### src/rtl/pc_seq_pkg.sv
// Shared FSM encodings and default vectors for the PC sequencer.
// Imported by the sequencer RTL and its testbench.
package pc_seq_pkg;

    typedef enum logic [1:0] {
        ST_IDLE  = 2'b00,
        ST_FETCH = 2'b01,
        ST_EXEC  = 2'b10
    } state_e;

    localparam logic [31:0] DEF_RESET_VECTOR = 32'h0000_0000;
    localparam logic [31:0] DEF_TRAP_VECTOR  = 32'h0000_0100;

    function automatic logic is_misaligned(input logic [31:0] addr);
        return addr[1:0] != 2'b00;
    endfunction

endpackage

### src/rtl/pc_sequencer.sv
// Fetch/execute PC sequencer with retire counter.
// Optional misaligned-target trap: define PC_SEQ_MISALIGN_TRAP_EN.
module pc_sequencer
    import pc_seq_pkg::*;
#(
`ifdef PC_SEQ_MISALIGN_TRAP_EN
    parameter logic [31:0] TRAP_VECTOR  = DEF_TRAP_VECTOR,
`endif
    parameter logic [31:0] RESET_VECTOR = DEF_RESET_VECTOR
) (
    input  logic        clk,
    input  logic        reset_n,
    input  logic        stall,
    output logic        imem_req,
    output logic [31:0] imem_addr,
    input  logic        imem_ready,
    output logic [31:0] instr_addr,
    output logic        instr_valid,
    input  logic        exec_done,
    input  logic [31:0] next_pc,
    output logic [31:0] retire_count,
    output logic        trap,
    output logic [31:0] trap_addr
);

    state_e      state_q, state_d;
    logic [31:0] pc_q, pc_d;
    logic [31:0] retire_count_q, retire_count_d;
    logic        imem_req_q, imem_req_d;
    logic        instr_valid_q, instr_valid_d;
`ifdef PC_SEQ_MISALIGN_TRAP_EN
    logic        trap_q, trap_d;
    logic [31:0] trap_addr_q, trap_addr_d;
`endif

    always_comb begin
        state_d        = state_q;
        pc_d           = pc_q;
        retire_count_d = retire_count_q;
`ifdef PC_SEQ_MISALIGN_TRAP_EN
        trap_d         = 1'b0;
        trap_addr_d    = trap_addr_q;
`endif
        // Stall freezes everything; events arriving under stall are dropped.
        if (!stall) begin
            unique case (state_q)
                ST_IDLE: state_d = ST_FETCH;
                ST_FETCH: begin
                    if (imem_ready) begin
                        state_d = ST_EXEC;
                    end
                end
                ST_EXEC: begin
                    if (exec_done) begin
                        state_d        = ST_FETCH;
                        retire_count_d = retire_count_q + 32'd1;
                        pc_d           = next_pc;
`ifdef PC_SEQ_MISALIGN_TRAP_EN
                        if (is_misaligned(next_pc)) begin
                            pc_d        = TRAP_VECTOR;
                            trap_d      = 1'b1;
                            trap_addr_d = next_pc;
                        end
`endif
                    end
                end
                default: state_d = ST_IDLE;
            endcase
        end
        imem_req_d    = (state_d == ST_FETCH);
        instr_valid_d = (state_d == ST_EXEC);
    end

    always_ff @(posedge clk) begin
        if (!reset_n) begin
            state_q        <= ST_IDLE;
            pc_q           <= RESET_VECTOR;
            retire_count_q <= 32'd0;
            imem_req_q     <= 1'b0;
            instr_valid_q  <= 1'b0;
`ifdef PC_SEQ_MISALIGN_TRAP_EN
            trap_q         <= 1'b0;
            trap_addr_q    <= 32'd0;
`endif
        end else begin
            state_q        <= state_d;
            pc_q           <= pc_d;
            retire_count_q <= retire_count_d;
            imem_req_q     <= imem_req_d;
            instr_valid_q  <= instr_valid_d;
`ifdef PC_SEQ_MISALIGN_TRAP_EN
            trap_q         <= trap_d;
            trap_addr_q    <= trap_addr_d;
`endif
        end
    end

    assign imem_req     = imem_req_q;
    assign imem_addr    = pc_q;
    assign instr_addr   = pc_q;
    assign instr_valid  = instr_valid_q;
    assign retire_count = retire_count_q;
`ifdef PC_SEQ_MISALIGN_TRAP_EN
    assign trap         = trap_q;
    assign trap_addr    = trap_addr_q;
`else
    assign trap         = 1'b0;
    assign trap_addr    = 32'd0;
`endif

endmodule

### config.mk
export PLATFORM = sky130hd
export DESIGN_NAME = pc_sequencer
export DESIGN_NICKNAME = d
export VERILOG_FILES = /design/src/rtl/pc_seq_pkg.sv /design/src/rtl/pc_sequencer.sv
export SDC_FILE = /design/constraint.sdc
export NUM_CORES = 1
export LEC_CHECK = 0
export BUFFER_PORTS_ARGS = -buffer_cell sky130_fd_sc_hd__buf_2
export CAP_MARGIN = 20
export CORE_ASPECT_RATIO = 1.1
export CORE_MARGIN = 4
export CORE_UTILIZATION = 30
export CTS_BUF_LIST = sky130_fd_sc_hd__clkbuf_4 sky130_fd_sc_hd__clkbuf_8
export CTS_CLUSTER_SIZE = 16
export DETAILED_ROUTE_END_ITERATION = 8
export PLACE_DENSITY_LB_ADDON = 0.05
export SYNTH_ARGS = -nofsm -noshare
export SYNTH_HDL_FRONTEND = slang
export SYNTH_SLANG_ARGS = --single-unit
### constraint.sdc
create_clock -name clk -period 3 [get_ports clk]
set_input_delay 0.15 -clock clk [delete_from_list [all_inputs] [get_ports clk]]
set_output_delay 0.15 -clock clk [all_outputs]
set_load 0.01 [all_outputs]
-- After elaboration in Yosys (flattened, before gate mapping)
Cells that the tools add are included.
- add/subtract/negate cells: 1
- equality and inequality tests: 4
- mux-type cells: 4
- bitwise operators: 1
- reductions and logical operators: 2
- operators with widths (kind ; number):
    32-bit by 1-bit adder with 32-bit output, second input constant ; 1
    2-bit two-way mux ; 3
    2-bit case mux with 3 select lines ; 1
    2-bit by 1-bit equality test with 1-bit output, second input constant ; 2
    2-bit equality test, second input constant ; 2
    3-bit AND reduction ; 1
    2-bit zero test ; 1
    1-bit NOT ; 1
- flip-flop bits (word level): 68
- input port bits: 37
- logic and storage cells: 17

-- Depth between registers and ports, before layout
- depth in word-level cells: 4
- gate-level depth with buffers: 7

-- Worst setup path before layout
No wires, ideal clock.
- path type: register -> register
- start: register retire_count_q[11] (netlist: retire_count[11])
- end: register retire_count_q[22] (netlist: retire_count[22])
- setup time: 0.070 ns
- data arrival time: 1.801 ns
- path slack: 1.129 ns
- stages on the path, launching flop included: 6
- path buffers: 1
- cell sequence: dfxtp_1 -> nand3_2 -> or4_1 -> buf_2 -> or4_1 -> a21oi_1
- longest elaborated chain between the ends: 1
- RTL lines (item ; line ; RTL):
    start: declaration ; pc_sequencer.sv:28 ; logic [31:0] retire_count_q, retire_count_d;
    start signal: assignment ; pc_sequencer.sv:88 ; retire_count_q <= retire_count_d;
    32-bit by 1-bit adder with 32-bit output ; pc_sequencer.sv:56 ; retire_count_d = retire_count_q + 32'd1;
No other way between the ends.
A chain may end at the register's enable or synchronous reset.

-- Final worst setup path
- start: register retire_count_q[16] (netlist: retire_count[16])
- end: register retire_count_q[30] (netlist: retire_count[30])
Same word-level chain as after synthesis.

==> results.txt <==
----------------------------------------------------
[Outcome]
  Status ... finished clean

[Logic synthesis]
  Post-synthesis sequential element count ... 68
  Yosys warning total ... 0
  Distinct cell type count of the synthesized netlist ... 31
  Cell type with the largest total area after synthesis ... sky130_fd_sc_hd__dfxtp_1
  Cells after synthesis ... 406
  Dominant combinational cell family by area after synthesis ... simple AND/OR/NAND/NOR gates
  Post-synthesis share of cell area spent on and, or, nand and nor gates ... 23.0%
  Complex-gate fraction of the synthesized area ... 13.8%
  Xor and xnor area share after synthesis ... 2.42%
  Synthesized-area fraction occupied by adder cells ... 0.385%
  Synth area leaders ... sky130_fd_sc_hd__dfxtp_1 42%, sky130_fd_sc_hd__buf_4 15%, sky130_fd_sc_hd__nand2_1 9.2%
  Proportion of synthesized area in mux cells ... 0.308%
  Cell area after synthesis ... 3250 um2
  Average size of a mapped cell ... 8.01 um2
  Proportion of netlist area held by the largest area contributor ... 41.9%
  Sequential element share of the synthesized area ... 41.9%

[STA]
  Final hold violation count ... 0
  Post-route setup TNS ... 0 ps
  Final Cycle Share ... 67.8%
  Setup repair after global routing missed its margin ... false
  Highest attainable clock frequency ... 491 MHz
  Final number of setup-violating endpoints ... 0
  Min Tclk post-route ... 2030 ps
  Final-report max-slew violation count ... 0
  Clock Skews ... 7.01 ps
  Slack of the critical path ... 965 ps
  Worst hold slack ... 38.9 ps

[Clock network]
  Clock insertion delay at the later pin of the skew report ... 340 ps
  Register clock-pin slew on the reported worst setup and hold paths ... 70 ps
  Clock Path Buffers ... 2
  CTS hold repair buffers ... 0
  CTS Root Cell ... sky130_fd_sc_hd__clkbuf_8
  Sinks on Clock Net ... 68
  Post-CTS setup-driven buffer insertion count ... 0
  TritonCTS clock tree ... done
  Inserted Clock Buffers ... 9
  Number of cells upsized or downsized after cts ... 0
  Number of levels the H-tree was split into ... 3

[Worst hold path]
  Number of cells traversed by the worst hold path ... 3
  Hold_sp ... next_pc[8]
  Worst Hold Class ... input pin to register
  Worst-case hold path end point ... imem_addr[8]

[Worst setup path]
  Data required time of the worst path ... 3270 ps
  Max FO, Critical Path ... 10
  Setup crit start kind ... register
  Cell with the largest stage delay on the worst path ... sky130_fd_sc_hd__or4_1
  Most frequent cell on the critical path ... sky130_fd_sc_hd__or4_1
  Bufs and invs on worst path ... 0
  Cells along the critical path ... nand4_1, or4_1, or4_1, a21oi_1
  Number of cell instances on the worst register-to-register path ... 4
  Setup crit end kind ... register
  Cell family with most CP delay ... simple AND/OR/NAND/NOR gates
  Critical Path AT ... 2310 ps
  Start of the worst register-to-register path ... retire_count[16]
  Max incr delay on CP ... 690 ps
  End of the worst register-to-register path ... retire_count[30]
  Classification of the worst setup path ... register to register
  R2R setup slack ... 970 ps

[Global route]
  Global-route wire length before repair ... 12,600 um
  Number of antenna violations at the first check in global routing ... 0
  Number of global-route vias before repair ... 2,536
  Pin count of the biggest net entering global routing ... 46
  Aggregate global-route resource usage ... 12.7%
  Sum of overflow across all layers after global routing ... 0

[Routing]
  Vias after detailed routing ... 2,970
  Detailed router's first-iteration violation count ... 131
  Via-to-Cell Ratio ... 4.57
  Post-route ant nets ... 0
  Average detailed-routed wire length per instance ... 13.0 um
  Number of iterations in the first detailed-routing pass ... 6
  Wire length reported by the detailed router ... 8480 um
  DRC Markers ... 0

[Placed design]
  Routability Congestion ... 0.746
  IO Port Bufs ... 134
  Worst-case setup slack after placement ... 970 ps
  Placed standard-cell area ... 3690 um2
  Sum of net half-perimeters after detailed placement ... 6010 um

[Layout]
  Ant diodes ... 0
  Area growth from synthesis to final layout ... 19.7%
  Area of all placed cells without fillers ... 3890 um2
  Fraction of final layout cells sized beyond drive strength 1 ... 31.2%
  # nets final ... 540

[Floorplanning]
  IO Count ... 168
  Die Span X ... 107 um
  Die Ht ... 117 um
  Core ar. ... 10,500 um2
  Initial core utilization ... 31.0%
  Floorplan die area ... 12,600 um2
  Number of placement rows ... 39

[Pwr]
  PD cells ... 455 nW/um2
  Leakage power ... 1.73 nW
  Power, Total ... 1.77 mW
  Peak VDD IR ... 0.196 mV

[Flow run]
  Number of max-cap violations ... 0

----------------------------------------------------
cells in the final DEF (no fill, tap or decap):
cell	instances
sky130_fd_sc_hd__a211o_1	1
sky130_fd_sc_hd__a21oi_1	59
sky130_fd_sc_hd__and2_1	1
sky130_fd_sc_hd__and3_1	3
sky130_fd_sc_hd__and3_2	1
sky130_fd_sc_hd__and4_1	4
sky130_fd_sc_hd__and4bb_1	1
sky130_fd_sc_hd__buf_2	134
sky130_fd_sc_hd__buf_4	5
sky130_fd_sc_hd__bufinv_16	1
sky130_fd_sc_hd__clkbuf_4	2
sky130_fd_sc_hd__clkbuf_8	10
sky130_fd_sc_hd__clkinv_2	2
sky130_fd_sc_hd__clkinv_4	1
sky130_fd_sc_hd__conb_1	33
sky130_fd_sc_hd__dfxtp_1	68
sky130_fd_sc_hd__ha_1	1
sky130_fd_sc_hd__inv_1	4
sky130_fd_sc_hd__inv_2	1
sky130_fd_sc_hd__mux2i_1	1
sky130_fd_sc_hd__nand2_1	80
sky130_fd_sc_hd__nand2b_1	2
sky130_fd_sc_hd__nand3_1	10
sky130_fd_sc_hd__nand3_2	1
sky130_fd_sc_hd__nand4_1	10
sky130_fd_sc_hd__nand4bb_1	1
sky130_fd_sc_hd__nor2_1	13
sky130_fd_sc_hd__nor3_1	1
sky130_fd_sc_hd__nor4_1	1
sky130_fd_sc_hd__o21ai_0	11
sky130_fd_sc_hd__o31ai_1	12
sky130_fd_sc_hd__or3_1	10
sky130_fd_sc_hd__or4_1	13
sky130_fd_sc_hd__xnor2_1	2
sky130_fd_sc_hd__xor2_1	7
final cells by class:
| class | count | area, um2 |
|---|---|---|
| clock buffers | 12 | 153 |
| clock inverters | 4 | 48.8 |
| fillers | 1135 | 6600 |
| inverters | 5 | 18.8 |
| multi-input cells | 279 | 1420 |
| flip-flops and latches | 68 | 1360 |
| well taps | 143 | 179 |
| repair buffers | 139 | 708 |
worst max-delay path by stage:
stage                             endpoint  depth (start not counted)             start
after floorplan           retire_count[22]                          5  retire_count[11]
after global placement    retire_count[30]                          4  retire_count[16]
after detailed placement  retire_count[20]                          5   retire_count[0]
after CTS                 retire_count[20]                          5   retire_count[0]
after global routing      retire_count[20]                          4        state_q[1]
final                     retire_count[30]                          4  retire_count[16]
metrics by stage:
stage          cells  utilization (%)
2_1_floorplan    438                -
3_3_place_gp     634             35.2
3_5_place_dp     634             35.2
4_1_cts          650             37.1
5_1_grt          650             37.1
6_report         650             37.1
per-layer routing:
layer / share of wire, % / GRT usage, % / vias up
li1: - / - / 1487
met1: 44 / 16.2 / 1369
met2: 47 / 20.0 / 104
met3: 6.9 / 3.68 / 10
met4: 2.0 / 5.88 / 0
met5: 0 / 0 / -
tightest hold or removal path, delay by kind of cell:
kind | cells | cell delay, ps
compound gates | 1 | 50
buf+inv | 1 | 90
simple gates | 1 | 40
power by group:
group | switching [mW] | leakage [nW] | internal [mW]
registers | 0.00471 | 0.548 | 0.908
clock network | 0.347 | 0.107 | 0.424
logic | 0.0571 | 1.08 | 0.0292
cells by family after synthesis:
kind of cell,count (synthesis)
flops,68
simple gates,152
mux,1
xor+xnor,9
other cells,1
fa+ha+maj,1
buf+inv,91
compound gates,83
state kept, by name, summed over array words and instances, names as in the netlist:
name / cells
imem_req: 1
state_q: 2
imem_addr: 32
instr_valid: 1
retire_count: 32
cell usage after synthesis:
library cell	instances
sky130_fd_sc_hd__nand4_1	10
sky130_fd_sc_hd__nand4bb_1	1
sky130_fd_sc_hd__nor2_1	13
sky130_fd_sc_hd__ha_1	1
sky130_fd_sc_hd__o31ai_1	12
sky130_fd_sc_hd__and4_1	4
sky130_fd_sc_hd__xor2_1	7
sky130_fd_sc_hd__a211o_1	1
sky130_fd_sc_hd__mux2i_1	1
sky130_fd_sc_hd__nand2b_1	2
sky130_fd_sc_hd__or3_1	10
sky130_fd_sc_hd__and2_1	1
sky130_fd_sc_hd__buf_2	2
sky130_fd_sc_hd__dfxtp_1	68
sky130_fd_sc_hd__or4_1	13
sky130_fd_sc_hd__a21oi_1	59
sky130_fd_sc_hd__nor3_1	1
sky130_fd_sc_hd__nand3_1	10
sky130_fd_sc_hd__buf_1	3
sky130_fd_sc_hd__o21ai_0	11
sky130_fd_sc_hd__and3_1	3
sky130_fd_sc_hd__nand3_2	1
sky130_fd_sc_hd__and4bb_1	1
sky130_fd_sc_hd__inv_1	5
sky130_fd_sc_hd__and3_2	1
sky130_fd_sc_hd__nor4_1	1
sky130_fd_sc_hd__buf_4	65
sky130_fd_sc_hd__xnor2_1	2
sky130_fd_sc_hd__conb_1	1
sky130_fd_sc_hd__clkbuf_1	16
sky130_fd_sc_hd__nand2_1	80
Note: power is estimated with default switching activity, not from simulation.
